===== src/rtl/u110_ata_pio_timing_if.sv =====
// U110 ATA PIO sequencer bus bundle.
// Carries the decoded 68040 request (TSn, ATA_SEL, RnW, REG_SEL), the drive
// IORDY line, and every strobe/status output of the sequencer.
// master = request/drive side (bench or decode logic), slave = sequencer.
`timescale 1ns/1ps

interface u110_ata_pio_timing_if;
    // Request side and drive handshake
    logic TSn;
    logic ATA_SEL;
    logic RnW;
    logic REG_SEL;
    logic IORDY;

    // Sequencer outputs
    logic ATA_CS0n;
    logic ATA_CS1n;
    logic DIORn;
    logic DIOWn;
    logic ATA_TACK;
    logic ATA_BUSY;
    logic IORDY_TO;

    modport master (
        output TSn,
        output ATA_SEL,
        output RnW,
        output REG_SEL,
        output IORDY,
        input  ATA_CS0n,
        input  ATA_CS1n,
        input  DIORn,
        input  DIOWn,
        input  ATA_TACK,
        input  ATA_BUSY,
        input  IORDY_TO
    );

    modport slave (
        input  TSn,
        input  ATA_SEL,
        input  RnW,
        input  REG_SEL,
        input  IORDY,
        output ATA_CS0n,
        output ATA_CS1n,
        output DIORn,
        output DIOWn,
        output ATA_TACK,
        output ATA_BUSY,
        output IORDY_TO
    );
endinterface


===== src/rtl/u110_ata_pio_timing.sv =====
// U110 ATA PIO cycle sequencer.
// Turns a decoded 68040 access to ATA space into CS0n/CS1n/DIORn/DIOWn
// strobes with PIO timing counted in CLK40 clocks, then raises ATA_TACK for
// the cycle-termination stage.
// State flow: IDLE -> SETUP -> STROBE [-> WAIT] -> HOLD -> ACK [-> RECOVER] -> IDLE
// Optional feature macro: ATA_IORDY_EN
//   defined   : IORDY is synchronised, the WAIT state stretches the strobe and
//               IORDY_TO flags a wait that ran out after WAIT_MAX clocks.
//   undefined : IORDY is ignored, STROBE always lasts T2_CLKS, IORDY_TO = 0.
`timescale 1ns/1ps

module u110_ata_pio_timing #(
    parameter int T1_CLKS   = 3,
    parameter int T2_CLKS   = 7,
    parameter int T4_CLKS   = 1,
    parameter int TACK_CLKS = 2,
    parameter int REC_CLKS  = 4,
    parameter int WAIT_MAX  = 63
) (
    input  logic                    CLK40,
    input  logic                    RESET,
    u110_ata_pio_timing_if.slave    bus
);

    typedef enum logic [2:0] {
        ST_IDLE    = 3'd0,
        ST_SETUP   = 3'd1,
        ST_STROBE  = 3'd2,
`ifdef ATA_IORDY_EN
        ST_WAIT    = 3'd3,
`endif
        ST_HOLD    = 3'd4,
        ST_ACK     = 3'd5,
        ST_RECOVER = 3'd6
    } state_t;

    // Each state is entered with (length - 1) so it lasts exactly its length.
    localparam logic [7:0] LOAD_T1   = 8'(T1_CLKS - 1);
    localparam logic [7:0] LOAD_T2   = 8'(T2_CLKS - 1);
    localparam logic [7:0] LOAD_T4   = 8'(T4_CLKS - 1);
    localparam logic [7:0] LOAD_TACK = 8'(TACK_CLKS - 1);
    localparam logic [7:0] LOAD_REC  = 8'((REC_CLKS > 0) ? REC_CLKS - 1 : 0);
`ifdef ATA_IORDY_EN
    localparam logic [7:0] LOAD_WAIT = 8'(WAIT_MAX - 1);
`endif

    state_t     state;
    state_t     next_state;
    logic [7:0] cnt;
    logic [7:0] cnt_next;
    logic       rnw_q;
    logic       reg_sel_q;
    logic       start;
    logic       cs_active;
    logic       strobe_active;
    logic       iordy_sync;
    logic       timeout_flag;
    logic       timeout_set;

    // A cycle starts only on a qualified ATA decode hit.
    assign start = !bus.TSn && bus.ATA_SEL;

`ifdef ATA_IORDY_EN
    logic iordy_meta;

    // Two-flop synchroniser for the asynchronous drive IORDY line.
    always_ff @(posedge CLK40) begin
        if (RESET) begin
            iordy_meta <= 1'b0;
            iordy_sync <= 1'b0;
        end else begin
            iordy_meta <= bus.IORDY;
            iordy_sync <= iordy_meta;
        end
    end

    // The wait ran out without IORDY: latch the sticky timeout flag.
    assign timeout_set = (state == ST_WAIT) && (cnt == 8'd0) && !iordy_sync;

    // Sticky timeout flag, cleared only by reset.
    always_ff @(posedge CLK40) begin
        if (RESET) begin
            timeout_flag <= 1'b0;
        end else if (timeout_set) begin
            timeout_flag <= 1'b1;
        end
    end
`else
    logic unused_iordy;

    assign unused_iordy = bus.IORDY;
    assign iordy_sync   = 1'b1;
    assign timeout_set  = 1'b0;
    assign timeout_flag = 1'b0;
`endif

    // State register, state counter and the direction/register-block latch.
    always_ff @(posedge CLK40) begin
        if (RESET) begin
            state     <= ST_IDLE;
            cnt       <= 8'd0;
            rnw_q     <= 1'b0;
            reg_sel_q <= 1'b0;
        end else begin
            state <= next_state;
            cnt   <= cnt_next;
            if ((state == ST_IDLE) && start) begin
                rnw_q     <= bus.RnW;
                reg_sel_q <= bus.REG_SEL;
            end
        end
    end

    // Next-state and counter reload; requests while busy are simply dropped.
    always_comb begin
        next_state = state;
        cnt_next   = (cnt != 8'd0) ? cnt - 8'd1 : 8'd0;
        case (state)
            ST_IDLE: begin
                cnt_next = 8'd0;
                if (start) begin
                    next_state = ST_SETUP;
                    cnt_next   = LOAD_T1;
                end
            end
            ST_SETUP: begin
                if (cnt == 8'd0) begin
                    next_state = ST_STROBE;
                    cnt_next   = LOAD_T2;
                end
            end
            ST_STROBE: begin
                if (cnt == 8'd0) begin
`ifdef ATA_IORDY_EN
                    if (!iordy_sync) begin
                        next_state = ST_WAIT;
                        cnt_next   = LOAD_WAIT;
                    end else begin
                        next_state = ST_HOLD;
                        cnt_next   = LOAD_T4;
                    end
`else
                    next_state = ST_HOLD;
                    cnt_next   = LOAD_T4;
`endif
                end
            end
`ifdef ATA_IORDY_EN
            ST_WAIT: begin
                if (iordy_sync || (cnt == 8'd0)) begin
                    next_state = ST_HOLD;
                    cnt_next   = LOAD_T4;
                end
            end
`endif
            ST_HOLD: begin
                if (cnt == 8'd0) begin
                    next_state = ST_ACK;
                    cnt_next   = LOAD_TACK;
                end
            end
            ST_ACK: begin
                if (cnt == 8'd0) begin
                    if (REC_CLKS == 0) begin
                        next_state = ST_IDLE;
                        cnt_next   = 8'd0;
                    end else begin
                        next_state = ST_RECOVER;
                        cnt_next   = LOAD_REC;
                    end
                end
            end
            ST_RECOVER: begin
                if (cnt == 8'd0) begin
                    next_state = ST_IDLE;
                    cnt_next   = 8'd0;
                end
            end
            default: begin
                next_state = ST_IDLE;
                cnt_next   = 8'd0;
            end
        endcase
    end

    // Output decode: CS spans SETUP..HOLD, strobe only inside that window,
    // so only one CS and only one strobe can ever be low.
    always_comb begin
        cs_active     = 1'b0;
        strobe_active = 1'b0;
        case (state)
            ST_SETUP:  cs_active = 1'b1;
            ST_HOLD:   cs_active = 1'b1;
            ST_STROBE: begin
                cs_active     = 1'b1;
                strobe_active = 1'b1;
            end
`ifdef ATA_IORDY_EN
            ST_WAIT: begin
                cs_active     = 1'b1;
                strobe_active = 1'b1;
            end
`endif
            default: begin
                cs_active     = 1'b0;
                strobe_active = 1'b0;
            end
        endcase
        bus.ATA_CS0n = !(cs_active && !reg_sel_q);
        bus.ATA_CS1n = !(cs_active && reg_sel_q);
        bus.DIORn    = !(strobe_active && rnw_q);
        bus.DIOWn    = !(strobe_active && !rnw_q);
        bus.ATA_TACK = (state == ST_ACK);
        bus.ATA_BUSY = (state != ST_IDLE);
        bus.IORDY_TO = timeout_flag;
    end

endmodule


===== src/flat_wrapper.sv =====
// flat-port wrapper written by rule: the top's interface ports become plain ports
module u110_ata_pio_timing_flat 
#(
    parameter int T1_CLKS   = 3,
    parameter int T2_CLKS   = 7,
    parameter int T4_CLKS   = 1,
    parameter int TACK_CLKS = 2,
    parameter int REC_CLKS  = 4,
    parameter int WAIT_MAX  = 63
)
  (CLK40, RESET, bus_TSn, bus_ATA_SEL, bus_RnW, bus_REG_SEL, bus_IORDY, bus_ATA_CS0n, bus_ATA_CS1n, bus_DIORn, bus_DIOWn, bus_ATA_TACK, bus_ATA_BUSY, bus_IORDY_TO);
  u110_ata_pio_timing_if bus_i ();
  input  logic CLK40;
  input  logic RESET;
  input wire logic [$bits(bus_i.TSn)-1:0] bus_TSn;
  input wire logic [$bits(bus_i.ATA_SEL)-1:0] bus_ATA_SEL;
  input wire logic [$bits(bus_i.RnW)-1:0] bus_RnW;
  input wire logic [$bits(bus_i.REG_SEL)-1:0] bus_REG_SEL;
  input wire logic [$bits(bus_i.IORDY)-1:0] bus_IORDY;
  output wire logic [$bits(bus_i.ATA_CS0n)-1:0] bus_ATA_CS0n;
  output wire logic [$bits(bus_i.ATA_CS1n)-1:0] bus_ATA_CS1n;
  output wire logic [$bits(bus_i.DIORn)-1:0] bus_DIORn;
  output wire logic [$bits(bus_i.DIOWn)-1:0] bus_DIOWn;
  output wire logic [$bits(bus_i.ATA_TACK)-1:0] bus_ATA_TACK;
  output wire logic [$bits(bus_i.ATA_BUSY)-1:0] bus_ATA_BUSY;
  output wire logic [$bits(bus_i.IORDY_TO)-1:0] bus_IORDY_TO;
  assign bus_i.TSn = bus_TSn;
  assign bus_i.ATA_SEL = bus_ATA_SEL;
  assign bus_i.RnW = bus_RnW;
  assign bus_i.REG_SEL = bus_REG_SEL;
  assign bus_i.IORDY = bus_IORDY;
  assign bus_ATA_CS0n = bus_i.ATA_CS0n;
  assign bus_ATA_CS1n = bus_i.ATA_CS1n;
  assign bus_DIORn = bus_i.DIORn;
  assign bus_DIOWn = bus_i.DIOWn;
  assign bus_ATA_TACK = bus_i.ATA_TACK;
  assign bus_ATA_BUSY = bus_i.ATA_BUSY;
  assign bus_IORDY_TO = bus_i.IORDY_TO;
  u110_ata_pio_timing #(.T1_CLKS(T1_CLKS), .T2_CLKS(T2_CLKS), .T4_CLKS(T4_CLKS), .TACK_CLKS(TACK_CLKS), .REC_CLKS(REC_CLKS), .WAIT_MAX(WAIT_MAX)) u_core (.CLK40(CLK40), .RESET(RESET), .bus(bus_i));
endmodule

===== config.mk =====
export PLATFORM = sky130hd
export DESIGN_NAME = u110_ata_pio_timing_flat
export DESIGN_NICKNAME = d
export VERILOG_FILES = /design/src/rtl/u110_ata_pio_timing_if.sv /design/src/rtl/u110_ata_pio_timing.sv /design/src/flat_wrapper.sv
export SDC_FILE = /design/constraint.sdc
export NUM_CORES = 1
export LEC_CHECK = 0
export ABC_CLOCK_PERIOD_IN_PS = 2700
export BUFFER_PORTS_ARGS = -buffer_cell sky130_fd_sc_hd__clkbuf_2
export CAP_MARGIN = 20
export CORE_MARGIN = 3
export CORE_UTILIZATION = 56
export DETAILED_ROUTE_END_ITERATION = 8
export PLACE_DENSITY = 0.8
export SYNTH_ARGS = -nofsm -noshare
export SYNTH_HDL_FRONTEND = slang
export SYNTH_SLANG_ARGS = --single-unit

===== constraint.sdc =====
create_clock -name CLK40 -period 2.7 [get_ports CLK40]
set_clock_uncertainty 0.1 [all_clocks]
set_input_delay 0.27 -clock CLK40 [delete_from_list [all_inputs] [get_ports CLK40]]
set_output_delay 0.27 -clock CLK40 [all_outputs]
set_load 0.05 [all_outputs]

Word-level counts from Yosys, hierarchy flattened --
Cells that the tools add are included.
Cells by class: equal/unequal tests 11, magnitude comparators 0, bitwise logic cells 0, multiply operators 0, shift operators 0, div/mod/pow operators 0, muxes and demuxes 16, reductions and logical operators 20, add/subtract/negate cells 1
Operator list (number):
- 8-bit 2-to-1 mux | 5
- 8-bit one-hot mux with 5 select lines | 1
- 3-bit 2-to-1 mux | 6
- 3-bit one-hot mux with 6 select lines | 1
- 2-bit by 1-bit inequality test with 1-bit output, second input constant | 6
- 3-bit equality test, second input constant | 3
- 8-bit zero test | 1
- 8-bit nonzero test | 1
- 8-bit by 1-bit subtractor with 8-bit output, second input constant | 1
- 1-bit zero test | 7
- 1-bit logical AND | 6
- 6-bit AND reduction | 1
- 3-bit by 1-bit equality test with 1-bit output, second input constant | 1
- 3-bit by 2-bit equality test with 1-bit output, second input constant | 1
- 3-bit zero test | 1
- 3-bit nonzero test | 1
- 3-bit OR reduction | 1
- 1-bit 2-to-1 mux | 2
- 2-bit 2-to-1 mux | 1
- 2-bit OR reduction | 1
Storage, ports and cells: input bits 7, latch bits 0, RAM bits 0, logic and storage cells 52, memories kept 0, output and inout port bits 7, register bits after elaboration 13, memory bits (read-only) 0

Depth between registers and ports, before layout --
depth after elaboration 5, mapped depth 5, depth with buffers taken out 5

Least setup slack after synthesis --
OpenSTA, ideal clock, no wires.
path type flip-flop to output port, start point reg u_core.state[2], end point out bus_ATA_CS0n, cell stages (with the launch flop) 4, data arrival time 2.487 ns, path buffers 1, required time 2.330 ns, slack -0.157 ns, cell sequence dfxtp_1 -> clkbuf_1 -> nor2b_1 -> o311ai_0
Between the ends: word-level cells in the longest chain between the ends 5, elaborated cells between the ends (all ways) 7, those cells by class 3 x eq/ne; 1 x mux; 3 x reduce/logical
Ends and longest elaborated chain:
- start, declared | line u110_ata_pio_timing.sv:47 | state_t state;
- start signal, assigned | line u110_ata_pio_timing.sv:105 | state <= next_state;
- 3-bit by 1-bit equality test with 1-bit output, or another cell as far along | line u110_ata_pio_timing.sv:191 | case (state)
- 3-bit OR reduction (no line) (*)
- 1-bit 2-to-1 mux (*) | line u110_ata_pio_timing.sv:191
- 1-bit logical AND (*) | line u110_ata_pio_timing.sv:209 | bus.ATA_CS0n = !(cs_active && !reg_sel_q);
- 1-bit zero test (*) | line u110_ata_pio_timing.sv:209
- end, declared | line flat_wrapper.sv:20 | output wire logic [$bits(bus_i.ATA_CS0n)-1:0] bus_ATA_CS0n;
Every way passes the cells marked *; elsewhere a longest branch is shown, timed or not.

Worst setup path in the final report --
start point reg u_core.state[1], end point out bus_DIOWn
Between the ends: word-level cells in the longest chain between the ends 4
Ends and longest elaborated chain:
- 3-bit by 2-bit equality test with 1-bit output | line u110_ata_pio_timing.sv:191
- 1-bit 2-to-1 mux | line u110_ata_pio_timing.sv:191
- 1-bit logical AND | line u110_ata_pio_timing.sv:212 | bus.DIOWn = !(strobe_active && !rnw_q);
- 1-bit zero test | line u110_ata_pio_timing.sv:212
- end, declared | line flat_wrapper.sv:23 | output wire logic [$bits(bus_i.DIOWn)-1:0] bus_DIOWn;
No other way between the ends.

==> results.md <==
- Layout cell share with drive strength beyond 1: 18.45%
- Critical Path RT: 2.33 ns
- Crit path from: u_core.state[1]
- Max frequency: 517.1 MHz
- Residual DRC: 0
- Die Y: 42.98 um
- Vias: 738
- Inserted Diodes: 0
- Slowest CP cell: dfxtp_1
- Global route overflow: 0
- Worst-path clk slew: 0.08 ns
- # setup viols final: 0
- Syn Inst Count: 93
- Critical Path, Cell by Cell: nor3b_1, nand2b_1, clkbuf_2
- Initial core utilization: 64.56%
- Fin crit period: 1.934 ns
- Max-cap viol count: 0
- CTS Hold Bufs: 0
- Core Rows: 12
- Initial antenna violation count: 0
- TritonCTS clock tree: done
- Unrepaired setup endpoints after global routing: no
- Tot GR Track Use: 19.24%
- Layout area overhead: 9.804%
- DR iter-0 viols: 36
- First-pass GRT wire length: 2684 um
- Hold Startpoint: bus_REG_SEL
- Post-synthesis sequential area ratio: 33.99%
- Fin nets: 113
- Detailed-route vias per instance: 6.308
- Yosys synthesis warning count: 0
- Cell area after synthesis: 765.7 um2
- Main synth FF type: dfxtp_1
- Largest net degree at the start of global routing: 12
- Final Hold Viols: 0
- Die area: 1847 um2
- Routed len/inst: 14.26 um
- Vias in the first global route: 615
- CP Launch Type: flip-flop
- Measured slew at the worst slew-check pin: 0.7871 ns
- Max Slew Vio Count: 0
- Crit-path max cell delay: 0.51 ns
- Kind of critical path: reg -> out
- Syn_nets: 102
- Status: finished, final reports clean
- HPWL Detailed: 1216 um
- Synth Register Bits: 13
- Final critical-path share of the clock period: 71.63%
- Root Driver: clkbuf_4
- R2R Path Start: u_core.cnt[0]
- Syn Area/Cell: 8.234 um2
- Core Area: 1186 um2
- Worst hold path type: in -> reg
- Ys async rst share: 0%
- Global placer's final weighted congestion: 0.8093
- Number of flops mapped to enable cells by yosys: 0
- Post-CTS setup buffer count: 0
- TritonCTS buffer count: 3
- Drt first pass iters: 4
- CP max FO: 11
- Clock buffer depth: 2
- Die W: 42.98 um
- # IOs: 14
- CP Data Arrival Time: 1.56 ns
- WL final: 1669 um
- Placed Cells: 113
- CP Capture Type: primary output
- Post-DRT Antenna Nets: 0
- CTS sink count: 13
- Total negative slack: 0 ns
- Clk_lat worst skew: 0.28 ns
- Non-Filler Instances: 117
- H-tree levels: 1
- I/O Buffers: 11
- Distinct cells, synth: 36
- Number of gates resized after cts: 0
- Slew margin rel.: 47.04%
## per-stage QoR
stage | hold slack [ns] | util, % | setup slack [ns] | area (um2)
6_report | 0.1146 | 70.89 | 0.7660 | 840.8
5_1_grt | 0.1261 | 70.89 | 0.6134 | 840.8
4_1_cts | 0.1079 | 70.89 | 0.7645 | 840.8
3_5_place_dp | 0.3849 | 68.67 | 0.8239 | 814.5
3_3_place_gp | 0.3763 | 68.67 | 0.8544 | 814.5
2_1_floorplan | 0.2391 | - | -0.1572 | 765.7
## path summary, 6_finish.rpt
check	cells after the start	endpoint	slack, ns
max	3	bus_DIOWn	0.77
min	3	u_core.reg_sel_q	0.11
max reg2reg	5	u_core.cnt[2]	0.78
min reg2reg	2	u_core.rnw_q	0.40
## sequential cells by signal, indices dropped and copies added, names as in the netlist
register / count
u_core.cnt: 8
u_core.reg_sel_q: 1
u_core.rnw_q: 1
u_core.state: 3
## layout by cell type (no fill, tap or decap), types with 3 or more instances in the layout
| master | n |
|---|---|
| clkbuf_4 | 3 |
| nor3_1 | 3 |
| nand2b_1 | 5 |
| nand3_1 | 4 |
| nor3b_1 | 4 |
| a211oi_1 | 5 |
| nor2b_1 | 4 |
| nor2_1 | 4 |
| o21ai_0 | 7 |
| clkbuf_2 | 11 |
| dfxtp_1 | 13 |
| inv_1 | 6 |
| a21oi_1 | 5 |
## Yosys cell counts, types with 2 or more instances
cell type	number	share of area [%]
a31oi_1	2	1.6
nand3_1	4	2.6
ha_1	2	3.3
nor3_1	3	2.0
dfxtp_1	13	34
nor2_1	4	2.0
a21oi_1	5	3.3
clkbuf_1	3	1.5
nor4_1	2	1.6
nand2b_1	5	4.1
o21ai_0	7	4.6
nor3b_1	4	3.9
inv_1	6	2.9
nor2b_1	4	3.3
a211oi_1	5	4.9
or3_1	2	1.6
nand2_1	2	0.98
o311ai_0	2	2.3
## metal layers
| metal | vias up | track usage [%] | part of all wire [%] |
|---|---|---|---|
| li1 | 365 | - | - |
| met1 | 331 | 26.55 | 48 |
| met2 | 37 | 28.44 | 42 |
| met3 | 5 | 2.542 | 7.5 |
| met4 | 0 | 10.84 | 2.3 |
| met5 | - | 0 | 0 |
## layout make-up
cell class                      instances  area, um2
Multi-Input combinational cell         69      459.2
Fill cell                              96      345.3
Sequential cell                        13      260.3
Timing Repair Buffer                   11      55.05
Clock buffer                            4      26.28
Inverter                                6      22.52
Tap cell                               14      17.52
## critical path, delay by kind of cell (launching register included)
kind	cells	cell delay, ns
flip-flops	1	0.51
AND/OR/NAND/NOR	2	0.52
buffers and inverters	1	0.25
## logic make-up (layout without fill, tap and decap cells)
family / Yosys count / count (layout) / synth area share [%]
xor gates and xnor gates: 2 / 2 / 2.288
adders and majority gates: 2 / 2 / 3.267
and+or+nand+nor: 36 / 36 / 29.25
DFF: 13 / 13 / 33.99
other: 1 / 1 / 0.4897
AOI/OAI and AO/OA: 28 / 28 / 24.67
buffers and inverters: 11 / 21 / 6.045
Power is not shown: default switching activity piles up to over one toggle a cycle in this logic, so the estimate is an artifact.
